**src/rtl/game_pkg.sv**
```systemverilog
// Shared game definitions: tile position layout, collision FSM state
// encoding and sprite constants also used by the PPU.
package game_pkg;

    localparam int TILE_W = 8;  // xxxx_yyyy
    localparam int TILE_X_MSB = 7;
    localparam int TILE_X_LSB = 4;
    localparam int TILE_Y_MSB = 3;
    localparam int TILE_Y_LSB = 0;

    typedef enum logic [1:0] {
        ST_IDLE   = 2'd0,
        ST_SCAN   = 2'd1,
        ST_UPDATE = 2'd2
    } coll_state_t;

    typedef enum logic [1:0] {
        ORIENT_UP    = 2'd0,
        ORIENT_RIGHT = 2'd1,
        ORIENT_DOWN  = 2'd2,
        ORIENT_LEFT  = 2'd3
    } orient_t;

    localparam logic [3:0] SPR_HEART = 4'd9;

    function automatic logic [3:0] tile_x(input logic [TILE_W-1:0] pos);
        return pos[TILE_X_MSB:TILE_X_LSB];
    endfunction

    function automatic logic [3:0] tile_y(input logic [TILE_W-1:0] pos);
        return pos[TILE_Y_MSB:TILE_Y_LSB];
    endfunction

endpackage

```
**src/rtl/tile_match.sv**
```systemverilog
// Combinational tile compare: hit when the segment is enabled and its tile
// equals the target tile exactly (no wrap-around).
module tile_match
    import game_pkg::*;
(
    input  logic              en_i,
    input  logic [TILE_W-1:0] seg_pos_i,
    input  logic [TILE_W-1:0] target_i,
    output logic              hit_o
);

    assign hit_o = en_i && (seg_pos_i == target_i);

endmodule

```
**src/rtl/collision_lives_ctrl.sv**
```systemverilog
// Per-frame collision and damage manager. On frame_start the inputs are
// snapshotted and the dragon segments are scanned one per cycle against the
// player, sword and sheep tiles; the result then updates lives,
// invulnerability, score and game-over in a single UPDATE cycle.
// Optional build macro COLLISION_HIT_INDEX_EN: capture the lowest segment
// index hit by the sword on sword_hit_idx (tied to 0 when undefined).
module collision_lives_ctrl
    import game_pkg::*;
#(
    parameter int NUM_SEG       = 7,
    parameter int MAX_LIVES     = 3,
    parameter int LIVES_W       = 2,
    parameter int INVULN_FRAMES = 60,
    parameter int SCORE_W       = 8
) (
    input  logic                      clk,
    input  logic                      rst_n,
    input  logic                      frame_start,
    input  logic                      restart,
    input  logic [TILE_W-1:0]         player_pos,
    input  logic [TILE_W-1:0]         sword_pos,
    input  logic                      sword_active,
    input  logic [TILE_W-1:0]         sheep_pos,
    input  logic [NUM_SEG-1:0]        seg_active,
    input  logic [TILE_W*NUM_SEG-1:0] seg_pos,
    output logic                      busy,
    output logic                      hit_valid,
    output logic                      player_hit,
    output logic                      sword_hit,
    output logic                      sheep_hit,
    output logic [LIVES_W-1:0]        lives,
    output logic                      invuln,
    output logic                      game_over,
    output logic [SCORE_W-1:0]        score,
    output logic [3:0]                sword_hit_idx
);

    localparam int         INV_W    = $clog2(INVULN_FRAMES + 1);
    localparam logic [3:0] LAST_IDX = 4'(NUM_SEG - 1);

    coll_state_t               state_q;
    logic [3:0]                idx_q;
    logic                      acc_player_q, acc_sword_q, acc_sheep_q;
    logic [INV_W-1:0]          inv_cnt_q;

    logic [TILE_W-1:0]         player_q, sword_q, sheep_q;
    logic                      sword_act_q;
    logic [NUM_SEG-1:0]        seg_active_q;
    logic [TILE_W*NUM_SEG-1:0] seg_pos_q;

    logic [TILE_W-1:0]         cur_pos;
    logic                      cur_act;
    logic                      m_player, m_sword, m_sheep;
    logic                      start_scan;

    assign start_scan = (state_q == ST_IDLE) && frame_start && !restart;
    assign invuln     = (inv_cnt_q != '0);

    // Input snapshot taken when a scan starts; the scan never looks at live inputs.
    always_ff @(posedge clk) begin
        if (start_scan) begin
            player_q     <= player_pos;
            sword_q      <= sword_pos;
            sword_act_q  <= sword_active;
            sheep_q      <= sheep_pos;
            seg_active_q <= seg_active;
            seg_pos_q    <= seg_pos;
        end
    end

    // Select the snapshot segment addressed by the scan index.
    always_comb begin
        cur_pos = '0;
        cur_act = 1'b0;
        for (int i = 0; i < NUM_SEG; i++) begin
            if (idx_q == 4'(i)) begin
                cur_pos = seg_pos_q[TILE_W*i +: TILE_W];
                cur_act = seg_active_q[i];
            end
        end
    end

    tile_match u_match_player (.en_i(cur_act),               .seg_pos_i(cur_pos), .target_i(player_q), .hit_o(m_player));
    tile_match u_match_sword  (.en_i(cur_act && sword_act_q), .seg_pos_i(cur_pos), .target_i(sword_q),  .hit_o(m_sword));
    tile_match u_match_sheep  (.en_i(cur_act),               .seg_pos_i(cur_pos), .target_i(sheep_q),  .hit_o(m_sheep));

    // Scan FSM plus lives / invulnerability / score / game-over bookkeeping.
    always_ff @(posedge clk) begin
        if (!rst_n) begin
            state_q      <= ST_IDLE;
            busy         <= 1'b0;
            hit_valid    <= 1'b0;
            player_hit   <= 1'b0;
            sword_hit    <= 1'b0;
            sheep_hit    <= 1'b0;
            lives        <= LIVES_W'(MAX_LIVES);
            inv_cnt_q    <= '0;
            game_over    <= 1'b0;
            score        <= '0;
            idx_q        <= '0;
            acc_player_q <= 1'b0;
            acc_sword_q  <= 1'b0;
            acc_sheep_q  <= 1'b0;
        end else if (restart) begin
            state_q    <= ST_IDLE;
            busy       <= 1'b0;
            hit_valid  <= 1'b0;
            player_hit <= 1'b0;
            sword_hit  <= 1'b0;
            sheep_hit  <= 1'b0;
            lives      <= LIVES_W'(MAX_LIVES);
            inv_cnt_q  <= '0;
            game_over  <= 1'b0;
            score      <= '0;
        end else begin
            hit_valid <= 1'b0;
            case (state_q)
                ST_IDLE: begin
                    if (frame_start) begin
                        state_q      <= ST_SCAN;
                        busy         <= 1'b1;
                        idx_q        <= '0;
                        acc_player_q <= 1'b0;
                        acc_sword_q  <= 1'b0;
                        acc_sheep_q  <= 1'b0;
                    end
                end
                ST_SCAN: begin
                    acc_player_q <= acc_player_q | m_player;
                    acc_sword_q  <= acc_sword_q  | m_sword;
                    acc_sheep_q  <= acc_sheep_q  | m_sheep;
                    if (idx_q == LAST_IDX) begin
                        state_q <= ST_UPDATE;
                    end else begin
                        idx_q <= idx_q + 4'd1;
                    end
                end
                ST_UPDATE: begin
                    state_q    <= ST_IDLE;
                    busy       <= 1'b0;
                    hit_valid  <= 1'b1;
                    player_hit <= acc_player_q;
                    sword_hit  <= acc_sword_q;
                    sheep_hit  <= acc_sheep_q;
                    // A running window only counts down; hits never re-arm it.
                    if (inv_cnt_q != '0) begin
                        inv_cnt_q <= inv_cnt_q - 1'b1;
                    end else if (acc_player_q && (lives != '0) && !game_over) begin
                        lives     <= lives - 1'b1;
                        inv_cnt_q <= INV_W'(INVULN_FRAMES);
                        if (lives == LIVES_W'(1)) begin
                            game_over <= 1'b1;
                        end
                    end
                    if (acc_sword_q && !game_over && (score != '1)) begin
                        score <= score + 1'b1;
                    end
                end
                default: begin
                    state_q <= ST_IDLE;
                    busy    <= 1'b0;
                end
            endcase
        end
    end

`ifdef COLLISION_HIT_INDEX_EN
    logic [3:0] first_idx_q;
    logic [3:0] hit_idx_q;

    // Remember the first (lowest) segment the sword hit; publish it at UPDATE.
    always_ff @(posedge clk) begin
        if (!rst_n) begin
            first_idx_q <= '0;
            hit_idx_q   <= '0;
        end else if (!restart) begin
            if (start_scan) begin
                first_idx_q <= '0;
            end else if (state_q == ST_SCAN && m_sword && !acc_sword_q) begin
                first_idx_q <= idx_q;
            end else if (state_q == ST_UPDATE) begin
                hit_idx_q <= first_idx_q;
            end
        end
    end

    assign sword_hit_idx = hit_idx_q;
`else
    assign sword_hit_idx = 4'd0;
`endif

endmodule

```
**config.mk**
```make
export PLATFORM = sky130hd
export DESIGN_NAME = collision_lives_ctrl
export DESIGN_NICKNAME = d
export VERILOG_FILES = /design/src/rtl/game_pkg.sv /design/src/rtl/tile_match.sv /design/src/rtl/collision_lives_ctrl.sv
export SDC_FILE = /design/constraint.sdc
export NUM_CORES = 1
export LEC_CHECK = 0
export ABC_AREA = 0
export CORE_MARGIN = 4
export CORE_UTILIZATION = 51
export DETAILED_ROUTE_END_ITERATION = 6
export PLACE_DENSITY = 0.8
export SYNTH_ARGS = -nofsm -noshare
export SYNTH_HDL_FRONTEND = slang
export SYNTH_SLANG_ARGS = --single-unit
```
**constraint.sdc**
```tcl
create_clock -name clk -period 5.15 [get_ports clk]
set_clock_uncertainty 0.05 [all_clocks]
set_input_delay 1.03 -clock clk [delete_from_list [all_inputs] [get_ports clk]]
set_output_delay 1.03 -clock clk [all_outputs]
set_load 0.01 [all_outputs]
```
==> run_results.csv, run 1 <==
group,metric,value,unit
logic_synthesis,ys.flop_type,"edfxtp_1",
routing,drt_iter0_markers,261,
cts,root_buffer,"clkbuf_8",
cts,cts_hold_buf,0,
global_routing,grt-ovfl-total,0,
routing,vias_per_cell,5.26,
routing,first_pass_iters,4,
logic_synthesis,synthTopCellsByCount,"edfxtp_1 (88), dfxtp_1 (31), xor2_1 (31)",
logic_synthesis,synth_xor_area_share,6.46,%
logic_synthesis,yosys_warnings,0,
power,powerDensity,349,nW/um2
routing,drc_errors,0,
cts,cts_sinks,119,
outcome,outcome,"completed",
logic_synthesis,synth_top_area_share,51.3,%
finish,fin_nets,621,
logic_synthesis,synth_top_cell_by_area,"edfxtp_1",
logic_synthesis,synthArstFlopShare,0,%
logic_synthesis,synth-compound-area-share,10.5,%
sta,rsz0062_at_grt,"false",
sta,setup_tns,0,ns
sta,relSlewSlack,20.5,%
power,p_comb_share,6.2,%
cts,cts.path.max_buffers,2,
place,detailed_place_hpwl,7680,um
flow_run,drv_cap,0,
floorplan,initial_core_util,52.4,%
worst_setup_path,r2r-start,"idx_q[0]$_SDFFE_PN0P_",
cts,cts_resized,0,
power,power_frac_seq,45.1,%
global_routing,antenna_found_initial,0,
worst_setup_path,cp_data_required_time,4.07,ns
routing,wl_per_cell,16.6,um
sta,min_period,3.26,ns
logic_synthesis,synthMuxAreaShare,0.389,%
sta,final-setup-viol-count,0,
cts,ctsHtreeMaxLevel,4,
logic_synthesis,netlist_instances,413,
global_routing,grt_use_total,20.5,%
global_routing,grt_max_degree,91,
power,leakagePower,2.42,nW
global_routing,grt_pass1_wl,17900,um
hold_path,min_from,"acc_sheep_q$_SDFFE_PN0P_",
floorplan,rows,36,
power,p_sw_share,19.4,%
floorplan,die_area,11800,um2
worst_setup_path,start_kind,"flip-flop",
sta,tightest_slew,1.19,ns
sta,maxSlewViolCount,0,
place,dp_slack,1.83,ns
place,place_area,6280,um2
floorplan,die_height,108,um
cts,clk_pin_slew,0.06,ns
power,switching_power,0.465,mW
routing,drtAntennaViolNets,0,
cts,worst_skew_pair.late_latency,0.52,ns
routing,vias,3506,
logic_synthesis,synth.most_common_cell,"edfxtp_1",
power,clkPwrFrac,48.7,%
finish,fillers,711,
floorplan,ios,113,
cts,cts_made_buffers,17,
sta,final-hold-violation-count,0,
hold_path,hold-path-cell-count,2,
sta,fmax,307,MHz
worst_setup_path,cp_max_fo,4,
global_routing,grt_pass1_vias,3673,
logic_synthesis,synth_area,5150,um2
power,finalPower,2.39,mW
logic_synthesis,yosys_register_bits,119,
logic_synthesis,synth_fa_ha_area_share,1.94,%
floorplan,die_w,108,um
logic_synthesis,yosys.area_share.simple,12.7,%
floorplan,coreArea,9820,um2
worst_setup_path,worst_r2r_endpoint,"acc_player_q$_SDFFE_PN0P_",
worst_setup_path,critPathArrivalTime,2.18,ns
logic_synthesis,synth.distinct_cells,49,
power,ir_drop,0.000192,V
logic_synthesis,netlist_top_cells_area,"edfxtp_1 (51%), dfxtp_1 (12%), xor2_1 (5.3%)",
hold_path,holdPathEnd,"sheep_hit$_SDFFE_PP0P_",
finish,drive_above_1_share,7.88,%
cts,tritoncts,"built",
logic_synthesis,synth_top_family_by_area,"simple AND/OR/NAND/NOR gates",
worst_setup_path,rr_worst_depth,8,
worst_setup_path,rrSetupSlack,2.38,ns
finish,fin_area,6860,um2
sta,fin_crit_sh,63.3,%
cts,cts_setup_buffers,0,
logic_synthesis,avgSynthCellArea,12.5,um2
place,gp_congestion,0.871,
sta,fin_ws,1.89,ns
worst_setup_path,critPathKind,"flip-flop to primary output",
place,io_buffers,108,
finish,area_growth,33.2,%
logic_synthesis,synth_edf_count,88,
logic_synthesis,synth_seq_area_share,63.4,%
routing,wl,11100,um
worst_setup_path,crit_path_end_kind,"primary output",
power,p_int,1.93,mW
hold_path,min_path_type,"flip-flop to flip-flop",
finish,n_antenna_cell,0,
-- worst max path at each step --
| stage | startpoint | to | slack, ns | cells after the start |
|---|---|---|---|---|
| 2_1_floorplan | restart | acc_player_q$_SDFFE_PN0P_ | 1.20 | 5 |
| 3_3_place_gp | restart | acc_sword_q$_SDFFE_PN0P_ | 1.94 | 6 |
| 3_5_place_dp | restart | acc_sheep_q$_SDFFE_PN0P_ | 1.83 | 6 |
| 4_1_cts | inv_cnt_q[0]$_SDFFE_PP0P_ | invuln | 1.86 | 6 |
| 5_1_grt | inv_cnt_q[0]$_SDFFE_PP0P_ | invuln | 1.68 | 6 |
| 6_report | inv_cnt_q[0]$_SDFFE_PP0P_ | invuln | 1.89 | 6 |
-- layer usage --
metal  track usage [%]  routed length [um]
met2              34.5                5790
met3              6.81                 658
met1              23.3                4370
met4              10.1                 252
met5                 0                   0
-- area by class of cell --
| type | instances | area (um2) | area share, % |
|---|---|---|---|
| clock buffers | 20 | 425 | 6.20 |
| clock inverters | 11 | 156 | 2.28 |
| inverters | 22 | 82.6 | 1.20 |
| multi-input cells | 251 | 1670 | 24.3 |
| flip-flops and latches | 119 | 3260 | 47.6 |
| well taps | 133 | 166 | 2.43 |
| repair buffers | 110 | 1100 | 16.0 |
-- flip-flops by register name, summed over array words and instances (netlist names), 2 cells and up --
| signal | cells |
|---|---|
| idx_q | 4 |
| inv_cnt_q | 6 |
| lives | 2 |
| player_q | 8 |
| score | 8 |
| seg_active_q | 7 |
| seg_pos_q | 56 |
| sheep_q | 8 |
| state_q | 2 |
| sword_q | 8 |
-- cell usage in the layout, fill, tap and decap left out, types with 7 or more instances in the layout --
cell type        instances
clkdlybuf4s50_1        108
edfxtp_1                88
xor2_1                  31
dfxtp_1                 31
nand2_1                 29
nor2_1                  28
a21oi_1                 27
inv_1                   22
clkbuf_16               16
nor2b_1                 11
nor3_1                   9
nand4_1                  9
nand3b_1                 9
nor3b_1                  8
nand3_1                  8
ha_1                     8
xnor2_1                  7
a221oi_1                 7
-- power by group through the flow --
stage	combinational (mW)	clock (mW)	sequential, mW
6_report	0.148	1.17	1.08
2_1_floorplan	0.0630	0	1.10
3_3_place_gp	0.148	0	1.10
4_1_cts	0.150	1.19	1.08
3_5_place_dp	0.149	0	1.10
5_1_grt	0.161	1.23	1.08
-- critical path: stages (launching register included) --
cell and delay (ns):
dfxtp_1 0.33, inv_1 0.07, ha_1 0.18, nand2b_1 0.10, nor3_1 0.40, inv_1 0.09, clkdlybuf4s50_1 0.49
-- metrics by stage --
stage	util [%]	instances	hold WS, ns
after floorplan	-	416	0.375
after global placement	63.9	635	0.396
after detailed placement	63.9	635	0.410
after CTS	69.9	666	0.418
after global routing	69.9	666	0.436
final	69.9	666	0.411
-- cells by family after synthesis --
group                      count (synthesis)
and+or+nand+nor                          124
DFF                                      119
AOI/OAI and AO/OA                         75
buffers and inverters                     46
xor gates and xnor gates                  38
adders and majority gates                  8
muxes                                      2
other                                      1
Power figures use the tool's default switching activity.
==> run 2, diff against run 1 <==
clock period = 3.15 ns   (was 5.15 ns; I/O delays follow)
==> run 2 against run 1 <==
Effect of this change: routed wire length rose by 2.8%; non-clock buffer count up 5; sequential share of layout area is 0.34 points lower; die area unchanged.
==> run_results.csv, run 2 (synthesized netlist as in run 1, its figures left out) <==
group,metric,value,unit
floorplan,coreArea,9820,um2
routing,wl,11400,um
sta,setup_tns,0,ns
hold_path,hold-path-cell-count,2,
worst_setup_path,cp_data_required_time,2.47,ns
routing,vias,3619,
place,dp.cells,640,
flow_run,drv_cap,0,
worst_setup_path,critPathArrivalTime,2.14,ns
floorplan,die_height,108,um
finish,fin_nets,626,
worst_setup_path,critPathKind,"flip-flop to primary output",
routing,drc_errors,0,
sta,final-setup-viol-count,0,
floorplan,rows,36,
cts,cts_sinks,119,
floorplan,die_w,108,um
sta,fmax,355,MHz
worst_setup_path,crit_path_end_kind,"primary output",
finish,final_core_utilization,70.3,%
global_routing,antenna_found_initial,0,
sta,tightest_slew,0.821,ns
global_routing,grt_pass1_vias,3659,
sta,min_period,2.82,ns
sta,rsz0062_at_grt,"false",
sta,fin_crit_sh,89.4,%
finish,layout_commonest_cell,"clkdlybuf4s50_1",
finish,fin_cells,671,
power,powerDensity,558,nW/um2
power,switching_power,0.835,mW
global_routing,grt_use_total,20.0,%
worst_setup_path,cpMaxStageDelayCell,"clkdlybuf4s50_1",
cts,cts.path.max_buffers,2,
worst_setup_path,start_kind,"flip-flop",
power,p_comb_share,6.6,%
power,p_int,3.02,mW
floorplan,die_area,11800,um2
routing,wl_per_cell,17.0,um
cts,worst_skew_pair.late_latency,0.53,ns
power,clkPwrFrac,47.6,%
worst_setup_path,rrSetupSlack,0.42,ns
finish,final_cell_mix,"clkdlybuf4s50_1 (108), edfxtp_1 (88), xor2_1 (31), dfxtp_1 (31), nand2_1 (29)",
worst_setup_path,cp_max_fo,4,
cts,clk_pin_slew,0.06,ns
finish,drive_above_1_share,9.48,%
place,io_buffers,108,
power,finalPower,3.85,mW
cts,cts_hold_buf,0,
finish,largest_reg_flops,56,
finish,regMostFlops,"seg_pos_q",
worst_setup_path,worst_r2r_endpoint,"acc_sword_q$_SDFFE_PN0P_",
power,leakagePower,2.43,nW
cts,tritoncts,"built",
finish,n_antenna_cell,0,
cts,cts_made_buffers,17,
hold_path,min_path_type,"flip-flop to flip-flop",
place,detailed_place_hpwl,8250,um
power,p_sw_share,21.7,%
routing,drt_iter0_markers,181,
routing,drtAntennaViolNets,0,
worst_setup_path,cpPeakStageDelay,0.49,ns
cts,root_buffer,"clkbuf_8",
global_routing,grt-ovfl-total,0,
worst_setup_path,rr_worst_depth,8,
worst_setup_path,r2r-start,"idx_q[0]$_SDFFE_PN0P_",
cts,ctsHtreeMaxLevel,4,
place,gp_congestion,0.839,
sta,maxSlewViolCount,0,
power,ir_drop,0.000394,V
global_routing,grt_max_degree,40,
floorplan,initial_core_util,52.4,%
hold_path,min_from,"acc_sheep_q$_SDFFE_PN0P_",
routing,vias_per_cell,5.39,
global_routing,grt_pass1_wl,17600,um
power,power_frac_seq,45.8,%
routing,first_pass_iters,4,
floorplan,ios,113,
finish,area_growth,34.2,%
outcome,outcome,"completed",
worst_setup_path,path_cells,"inv_1 -> ha_1 -> nand2b_1 -> nor3_1 -> inv_1 -> clkdlybuf4s50_1",
sta,relSlewSlack,45.3,%
sta,final-hold-violation-count,0,
hold_path,holdPathEnd,"sheep_hit$_SDFFE_PP0P_",
worst_setup_path,crit_top_cell,"inv_1",
[run 2: area by class of cell]
class                      count  area, um2
multi-input combinational    251       1670
clock buffer                  17        414
tap                          133        166
fill                         682       2910
clock inverter                14        151
timing repair buffer         115       1160
sequential                   119       3260
inverter                      22       82.6
[run 2: critical path, delay by kind of cell (launching register included)]
family	cells	cell delay, ns
simple gates	2	0.50
buf+inv	3	0.63
fa+ha+maj	1	0.16
flops	1	0.33
[run 2: timing repair]
item	CTS	global route
setup endpoints to repair	0	3
gates resized for setup	0	1
hold endpoints to repair	0	0
setup buffers	0	0
[run 2: worst max path at each step]
stage	startpoint	end	slack, ns	cells past startpoint
detailed placement	idx_q[1]$_SDFFE_PN0P_	acc_sword_q$_SDFFE_PN0P_	0.26	8
global route	inv_cnt_q[0]$_SDFFE_PP0P_	invuln	0.18	6
floorplan	restart	acc_player_q$_SDFFE_PN0P_	0.64	5
finish	inv_cnt_q[0]$_SDFFE_PP0P_	invuln	0.33	6
CTS	idx_q[1]$_SDFFE_PN0P_	acc_sword_q$_SDFFE_PN0P_	0.20	8
global placement	idx_q[1]$_SDFFE_PN0P_	acc_player_q$_SDFFE_PN0P_	0.43	8
[run 2: power by group through the flow]
| stage | Sequential, mW | Clock [mW] | Combinational, mW |
|---|---|---|---|
| floorplan | 1.79 | 0 | 0.103 |
| global placement | 1.80 | 0 | 0.245 |
| detailed placement | 1.80 | 0 | 0.252 |
| CTS | 1.77 | 1.86 | 0.254 |
| global route | 1.77 | 1.93 | 0.270 |
| finish | 1.77 | 1.83 | 0.253 |
[run 2: stage by stage]
| stage | worst slack, ns | hold WS (ns) | cell area, um2 |
|---|---|---|---|
| 2_1_floorplan | 0.635 | 0.375 | 5160 |
| 6_report | 0.334 | 0.408 | 6910 |
| 5_1_grt | 0.181 | 0.446 | 6910 |
| 3_3_place_gp | 0.429 | 0.394 | 6340 |
| 4_1_cts | 0.204 | 0.413 | 6910 |
| 3_5_place_dp | 0.264 | 0.405 | 6340 |
[run 2: metal layers]
metal  up-vias  share of wire, %  GRT usage, %
li1       1715                 -             -
met1      1760                39          22.5
met2       125                53          35.2
met3        19               6.5          7.10
met4         0               1.7          6.58
met5         -                 0             0
==> run 3, diff against run 2 <==
CORE_UTILIZATION = 46   (was 51)
PLACE_DENSITY = 0.77   (was 0.8)
clock period = 2.4 ns   (was 3.15 ns; I/O delays follow)
==> run 3 against run 2 <==
Effect of this change: sequential share of layout area decreased by 0.75 points; hold slack improved by 0.0021 ns; cell count increased by 2.1%; register-to-register slack got worse by 0.27 ns; sequential power increased by 31%; design area increased by 1.7%; first-iteration DRC count increased by 19%; core utilization decreased by 5.8 points; die area increased by 10%; count of clock-buffer cells in the layout unchanged; critical path depth unchanged; global-route usage decreased by 1.8 points; critical path type unchanged; highest routed layer unchanged.
==> run_results.csv, run 3 (synthesized netlist as in run 1, its figures left out) <==
group,metric,value,unit
place,dp_slack,0.117,ns
routing,drt_iter0_markers,216,
sta,maxSlewViolCount,0,
floorplan,die_height,114,um
cts,tritoncts,"built",
place,io_buffers,108,
finish,area_growth,36.5,%
routing,first_pass_iters,4,
routing,wl_per_cell,16.7,um
cts,ctsHtreeMaxLevel,4,
worst_setup_path,crit_path_end_kind,"primary output",
cts,worst_skew_pair.late_latency,0.51,ns
hold_path,min_path_type,"flip-flop to flip-flop",
place,detailed_place_hpwl,8250,um
worst_setup_path,cp_max_fo,4,
sta,fin_ws,0.145,ns
power,finalPower,5.04,mW
sta,relSlewSlack,63.6,%
finish,multi_input_area,1700,um2
worst_setup_path,critPathArrivalTime,1.72,ns
cts,cts_made_buffers,17,
cts,cts_hold_buf,0,
finish,largest_reg_flops,56,
floorplan,rows,38,
finish,final_core_utilization,64.5,%
global_routing,grt_pass1_wl,18100,um
sta,fin_crit_sh,93.9,%
finish,layout_commonest_cell,"clkdlybuf4s50_1",
sta,final-hold-violation-count,0,
power,ir_drop,0.000495,V
sta,final-setup-viol-count,0,
sta,setup_tns,0,ns
power,leakagePower,2.49,nW
place,gp_congestion,0.860,
finish,regMostFlops,"seg_pos_q",
finish,fin_nets,632,
routing,wl,11400,um
power,powerDensity,717,nW/um2
global_routing,grt-ovfl-total,0,
sta,min_period,2.25,ns
routing,drtAntennaViolNets,0,
worst_setup_path,cp_data_required_time,1.87,ns
cts,cts.path.max_buffers,2,
worst_setup_path,critPathKind,"flip-flop to primary output",
finish,final_cell_mix,"clkdlybuf4s50_1 (107), edfxtp_1 (88), xor2_1 (31), nand2_1 (29)",
routing,drc_errors,0,
sta,hold_ws,0.410,ns
cts,clk_pin_slew,0.06,ns
floorplan,ios,113,
cts,root_buffer,"clkbuf_8",
global_routing,antenna_found_initial,0,
finish,drive_above_1_share,11.6,%
outcome,outcome,"completed",
finish,regArea,3270,um2
finish,fillers,816,
finish,n_antenna_cell,0,
floorplan,die_area,12900,um2
floorplan,coreArea,10900,um2
cts,cts_sinks,119,
global_routing,grt_use_total,18.2,%
global_routing,grt_pass1_vias,3720,
sta,fmax,444,MHz
routing,vias,3610,
routing,vias_per_cell,5.27,
sta,tightest_slew,0.545,ns
worst_setup_path,start_kind,"flip-flop",
flow_run,drv_cap,0,
floorplan,die_w,114,um
floorplan,initial_core_util,47.3,%
global_routing,grt_max_degree,47,
## run 3: changes by cell type in the layout (fill, tap and decap cells not counted), sizes merged
cell           before  now
dlygate4sd2         0    1
buf                 7   13
inv                26   25
clkinvlp            3    2
clkinv              5    8
clkdlybuf4s50     108  107
## run 3: worst paths after layout
check / depth (start not counted) / slack (ns) / from / end
max: 6 / 0.15 / inv_cnt_q[0]$_SDFFE_PP0P_ / invuln
min: 2 / 0.41 / acc_sheep_q$_SDFFE_PN0P_ / sheep_hit$_SDFFE_PP0P_
max reg2reg: 7 / 0.15 / idx_q[0]$_SDFFE_PN0P_ / acc_sheep_q$_SDFFE_PN0P_
min reg2reg: 2 / 0.41 / acc_sheep_q$_SDFFE_PN0P_ / sheep_hit$_SDFFE_PP0P_
## run 3: critical path, stage by stage (launching register included)
cell and delay, ns:
dfxtp_2 0.33, inv_1 0.05, ha_1 0.18, nand2b_1 0.10, nor3_2 0.22, inv_1 0.06, dlygate4sd2_1 0.28
## run 3: layer usage
layer	part of all wire (%)	GRT usage, %	up-vias
li1	-	-	1728
met2	54	32.0	116
met5	0	0	-
met1	40	21.2	1754
met4	1.2	7.13	0
met3	4.6	4.93	12
## run 3: cell type report
| class | count | share of cell area (%) |
|---|---|---|
| clock buffer | 17 | 5.89 |
| clock inverter | 15 | 2.17 |
| inverter | 22 | 1.18 |
| multi-input combinational | 251 | 24.1 |
| sequential | 119 | 46.5 |
| tap | 140 | 2.49 |
| timing repair buffer | 121 | 17.6 |
## run 3: what timing repair did
action,in CTS,in global routing
setup buffers,1,0
pin swaps,0,7
gates resized for setup,3,10
endpoints found under the setup margin,1,3
## run 3: metrics by stage
step | instance area (um2) | instances
finish | 7030 | 685
global route | 7030 | 685
CTS | 7000 | 685
detailed placement | 6420 | 652
global placement | 6420 | 652
floorplan | 5160 | 416
## run 3: where the power goes
group          total (mW)  switching, mW  internal [mW]
clock network        2.38          0.907           1.48
logic               0.335          0.137          0.197
registers            2.32         0.0297           2.29
